**src/rtl/multi_channel_shift_fifo_pkg.sv**
```systemverilog
// Shared types and helpers for the multi-channel shift-register FIFO.
package shift_fifo_pkg;

  localparam int DEF_WIDTH = 8;
  localparam int DEF_DEPTH = 4;

  typedef struct packed {
    logic overflow;
    logic underflow;
  } err_flags_t;

  function automatic int cnt_width(input int depth);
    return $clog2(depth + 1);
  endfunction

endpackage

```
**src/rtl/multi_channel_shift_fifo_channel.sv**
```systemverilog
// Single-channel WIDTH x DEPTH shift FIFO with occupancy, level flags and sticky errors.
// Optional SHIFT_FIFO_BYPASS_EN: push+pop on an empty channel passes data_in straight through.
module shift_fifo_channel
  import shift_fifo_pkg::*;
#(
  parameter int WIDTH  = DEF_WIDTH,
  parameter int DEPTH  = DEF_DEPTH,
  parameter int AF_LVL = DEPTH - 1,
  parameter int AE_LVL = 1,
  localparam int CW    = cnt_width(DEPTH)
) (
  input  logic             clk,
  input  logic             rst,
  input  logic             push,
  input  logic             pop,
  input  logic [WIDTH-1:0] data_in,
  output logic [WIDTH-1:0] data_out,
  output logic             empty,
  output logic             full,
  output logic             almost_full,
  output logic             almost_empty,
  output logic [CW-1:0]    count,
  output logic             overflow,
  output logic             underflow
);

  logic [WIDTH-1:0] mem [DEPTH];
  logic [CW-1:0]    cnt;
  err_flags_t       err;
  logic             is_empty;
  logic             is_full;
  logic             bypass;

  assign is_empty = (cnt == '0);
  assign is_full  = (cnt == CW'(DEPTH));

`ifdef SHIFT_FIFO_BYPASS_EN
  assign bypass = push & pop & is_empty;
`else
  assign bypass = 1'b0;
`endif

  always_ff @(posedge clk) begin
    if (rst) begin
      cnt <= '0;
      err <= '0;
      for (int unsigned i = 0; i < DEPTH; i++) mem[i] <= '0;
    end else if (!bypass) begin
      if (pop && !is_empty) begin
        for (int unsigned i = 0; i < DEPTH - 1; i++) mem[i] <= mem[i + 1];
        mem[DEPTH-1] <= '0;
        // with a concurrent push the new word lands in the slot the shift just opened
        if (push) begin
          for (int unsigned i = 0; i < DEPTH; i++)
            if (CW'(i + 1) == cnt) mem[i] <= data_in;
        end else begin
          cnt <= cnt - CW'(1);
        end
      end else if (push && !is_full) begin
        for (int unsigned i = 0; i < DEPTH; i++)
          if (CW'(i) == cnt) mem[i] <= data_in;
        cnt <= cnt + CW'(1);
        if (pop) err.underflow <= 1'b1;
      end else if (push) begin
        err.overflow <= 1'b1;
      end else if (pop) begin
        err.underflow <= 1'b1;
      end
    end
  end

  assign data_out     = bypass ? data_in : mem[0];
  assign empty        = is_empty;
  assign full         = is_full;
  assign almost_full  = (int'(cnt) >= AF_LVL);
  assign almost_empty = (int'(cnt) <= AE_LVL);
  assign count        = cnt;
  assign overflow     = err.overflow;
  assign underflow    = err.underflow;

endmodule

```
**src/rtl/multi_channel_shift_fifo.sv**
```systemverilog
// NCH independent shift FIFOs behind flattened per-channel vectors.
// Optional SHIFT_FIFO_BYPASS_EN is honoured inside each channel.
module multi_channel_shift_fifo
  import shift_fifo_pkg::*;
#(
  parameter int WIDTH  = DEF_WIDTH,
  parameter int DEPTH  = DEF_DEPTH,
  parameter int NCH    = 2,
  parameter int AF_LVL = DEPTH - 1,
  parameter int AE_LVL = 1,
  localparam int CW    = cnt_width(DEPTH)
) (
  input  logic               clk,
  input  logic               rst,
  input  logic [NCH-1:0]     push,
  input  logic [NCH-1:0]     pop,
  input  logic [NCH*WIDTH-1:0] data_in,
  output logic [NCH*WIDTH-1:0] data_out,
  output logic [NCH-1:0]     empty,
  output logic [NCH-1:0]     full,
  output logic [NCH-1:0]     almost_full,
  output logic [NCH-1:0]     almost_empty,
  output logic [NCH*CW-1:0]  count,
  output logic [NCH-1:0]     overflow,
  output logic [NCH-1:0]     underflow
);

  for (genvar c = 0; c < NCH; c++) begin : g_ch
    shift_fifo_channel #(
      .WIDTH  (WIDTH),
      .DEPTH  (DEPTH),
      .AF_LVL (AF_LVL),
      .AE_LVL (AE_LVL)
    ) u_ch (
      .clk          (clk),
      .rst          (rst),
      .push         (push[c]),
      .pop          (pop[c]),
      .data_in      (data_in[c*WIDTH +: WIDTH]),
      .data_out     (data_out[c*WIDTH +: WIDTH]),
      .empty        (empty[c]),
      .full         (full[c]),
      .almost_full  (almost_full[c]),
      .almost_empty (almost_empty[c]),
      .count        (count[c*CW +: CW]),
      .overflow     (overflow[c]),
      .underflow    (underflow[c])
    );
  end

endmodule

```
**config.mk**
```make
export PLATFORM = sky130hd
export DESIGN_NAME = multi_channel_shift_fifo
export DESIGN_NICKNAME = d
export VERILOG_FILES = /design/src/rtl/multi_channel_shift_fifo_pkg.sv /design/src/rtl/multi_channel_shift_fifo_channel.sv /design/src/rtl/multi_channel_shift_fifo.sv
export SDC_FILE = /design/constraint.sdc
export NUM_CORES = 1
export LEC_CHECK = 0
export ABC_AREA = 1
export CAP_MARGIN = 5
export CORE_MARGIN = 2
export CORE_UTILIZATION = 50
export CTS_BUF_LIST = sky130_fd_sc_hd__clkbuf_8
export DETAILED_ROUTE_END_ITERATION = 12
export PLACE_DENSITY = 0.75
export SKIP_LAST_GASP = 1
export SYNTH_ARGS = -nofsm -noshare
export SYNTH_HDL_FRONTEND = slang
export SYNTH_SLANG_ARGS = --single-unit
```
**constraint.sdc**
```tcl
create_clock -name clk -period 7.1 [get_ports clk]
set_clock_uncertainty 0.2 [all_clocks]
set_input_delay 1.42 -clock clk [delete_from_list [all_inputs] [get_ports clk]]
set_output_delay 1.42 -clock clk [all_outputs]
set_load 0.05 [all_outputs]
```
==> results.json <==
{
  "core-area_um2": 7807,
  "finalHoldViolCount": 0,
  "mappedNetlistArea_um2": 4086,
  "nets": 524,
  "min_path_cells": 2,
  "setup_viol": 0,
  "num_rows": 32,
  "finalCriticalPeriod_ns": 4.053,
  "first_global_vias": 2899,
  "nFillCells": 668,
  "min-delay-start": "g_ch[1].u_ch.overflow$_SDFFE_PP0P_",
  "seq_area_frac_synth_pct": 51.93,
  "crit_path_end_kind": "output pin",
  "hold_path_class": "flip-flop to flip-flop",
  "grt_pass1_wl_mm": 13.69,
  "tns_ns": 0,
  "crit_arrival_ns": 2.43,
  "antenna_cells": 0,
  "worstSetupPathType": "flip-flop to output pin",
  "avgSynthCellArea_um2": 9.041,
  "tightest_slew_ns": 1.068,
  "synth_nets": 486,
  "worstReg2RegStart": "g_ch[0].u_ch.count[0]$_SDFFE_PP0P_",
  "grt_max_degree": 27,
  "cts_root_buffer": "clkbuf_8",
  "cts_setup_buffers": 0,
  "synth_cells": 452,
  "slew_viol_final": 0,
  "worst_setup_path_start_kind": "flip-flop",
  "start_util_pct": 52.34,
  "powerDensity_nw_per_um2": 388.5,
  "ff2ff_path_depth": 6,
  "period_share_pct": 57.08,
  "fin_util_pct": 61.28,
  "ctsResizeCount": 0,
  "die_x_um": 94.41,
  "routed_wl_mm": 8.669,
  "reg2reg_to": "g_ch[0].u_ch.mem[0][29]$_SDFFCE_PN0P_",
  "reg2reg_slack_ns": 4.44,
  "p_total_mw": 1.859,
  "globalplace.congestion": 0.8822,
  "vdd_ir_drop_max_mv": 0.3616,
  "ant_nets": 0,
  "overflow": 0,
  "fmaxAchievable_mhz": 246.7,
  "clk_pin_slew_ns": 0.07,
  "grt_usage_pct": 20.14,
  "placed_cells": 581,
  "place_hpwl_mm": 6.345,
  "final_cells": 596,
  "first_pass_iters": 5,
  "cts_buffers": 9,
  "layout-drive-gt1-share_pct": 8.097,
  "hold_end": "g_ch[1].u_ch.overflow$_SDFFE_PP0P_",
  "port_buffers": 55,
  "cts-htree-levels": 3,
  "cp_max_fo": 5,
  "routedWlPerCell_um": 14.55,
  "synth-seq-cells": 74,
  "grt_setup_unrepaired": "no",
  "power.static_leakage_nw": 2.079,
  "antenna_found_initial": 0,
  "cts_num_sinks": 74,
  "vias": 3192,
  "drtIter0Drc": 203,
  "maxSlewHeadroom_pct": 28.03,
  "yosys_warnings": 0,
  "ios": 56,
  "drc_errors": 0,
  "worstPathRequired_ns": 5.48,
  "cap_violations": 0,
  "die_h_um": 94.41,
  "via_per_inst": 5.356,
  "yosysUniqueCellTypes": 31,
  "die_area_um2": 8912,
  "max-clock-path-buffers": 2,
  "areaGrowthSynthToFinish_pct": 17.09,
  "cts_tree": "built",
  "outcome": "finished clean",
  "holdBufCountCts": 0,
  "insertion_delay_ns": 0.35
}
-- placed cells by master (no fill, tap or decap) --
master           count
nand2_4              4
nand4_1              9
clkdlybuf4s50_1     55
clkinv_2             1
nor2_4               1
nand4_2              1
inv_2                2
edfxtp_1            64
o211ai_1             2
nand2_1            137
inv_1               35
nor2_2               4
a21boi_1             1
a21boi_0             7
ha_1                12
a21oi_1             16
nor3_4               1
nand3_2              4
o21a_1               2
clkinv_1             4
dfxtp_1             10
nor2_8               1
clkbuf_8             9
nand2_2              6
bufinv_16            3
o21ai_0             17
inv_4                1
clkinv_4             1
o21ai_1              1
nand3_1             64
nor2_1              18
nand2_8              1
-- layout make-up --
class | count | area (µm²) | area share [%]
Multi-Input combinational cell | 309 | 1597 | 33.37
Inverter | 41 | 157.7 | 3.295
Clock inverter | 6 | 106.4 | 2.223
Sequential cell | 74 | 2122 | 44.35
Tap cell | 102 | 127.6 | 2.667
Clock buffer | 9 | 123.9 | 2.589
Timing Repair Buffer | 55 | 550.5 | 11.51
-- state kept, by name (all words and copies together), names as in the netlist --
name,count
g_ch.u_ch.underflow,2
g_ch.u_ch.count,6
g_ch.u_ch.overflow,2
g_ch.u_ch.mem,64
-- metrics by stage --
step	setup slack, ns	hold WS, ns	instance area (µm²)
2_1_floorplan	3.921	0.2380	4086
4_1_cts	3.053	0.2843	4785
5_1_grt	2.966	0.3098	4785
3_5_place_dp	3.147	0.2635	4554
6_report	3.047	0.2778	4785
3_3_place_gp	3.226	0.2612	4554
-- critical path, stage by stage (launching register included) --
cell and delay (ns):
dfxtp_1 0.38, inv_1 0.19, ha_1 0.29, inv_1 0.06, nor2_1 0.29, clkdlybuf4s50_1 0.88
-- power by group --
part           internal (mW)  switching (mW)
Sequential             0.619          0.0497
Clock                  0.230           0.153
Combinational          0.237           0.571
Total                   1.09           0.773
-- cell usage after synthesis, drive strengths merged --
cell	number	share of area [%]
nand2	148	15
nand3	68	8.8
edfxtp	64	47
inv	38	3.6
buf	28	5.1
nor2	24	3.0
o21ai	18	2.2
a21oi	16	2.0
ha	12	3.7
dfxtp	10	4.9
nand4	10	1.7
a21boi	8	1.5
clkinv	3	0.31
o211ai	2	0.37
o21a	2	0.37
nor3	1	0.40
-- worst max-delay path by stage --
stage / from / endpoint / cells past startpoint
floorplan: g_ch[1].u_ch.count[0]$_SDFFE_PP0P_ / empty[1] / 5
global placement: rst / g_ch[0].u_ch.mem[0][3]$_DFFE_PP_ / 8
detailed placement: rst / g_ch[0].u_ch.mem[0][5]$_DFFE_PP_ / 8
CTS: g_ch[1].u_ch.count[1]$_SDFFE_PP0P_ / empty[1] / 5
global route: g_ch[1].u_ch.count[1]$_SDFFE_PP0P_ / empty[1] / 5
finish: g_ch[1].u_ch.count[1]$_SDFFE_PP0P_ / empty[1] / 5
-- metal layers --
layer | track usage (%) | share of wire, %
met5 | 0 | 0
met2 | 33.39 | 49
met3 | 3.751 | 7.1
met1 | 26.07 | 42
met4 | 8.454 | 1.5
-- cell families after synthesis --
kind of cell / share of synthesized area (%)
DFF: 51.93
AOI/OAI and AO/OA: 6.368
adders and majority gates: 3.674
buffers and inverters: 9.002
and+or+nand+nor: 29.03
(Power assumes the default switching activity.)
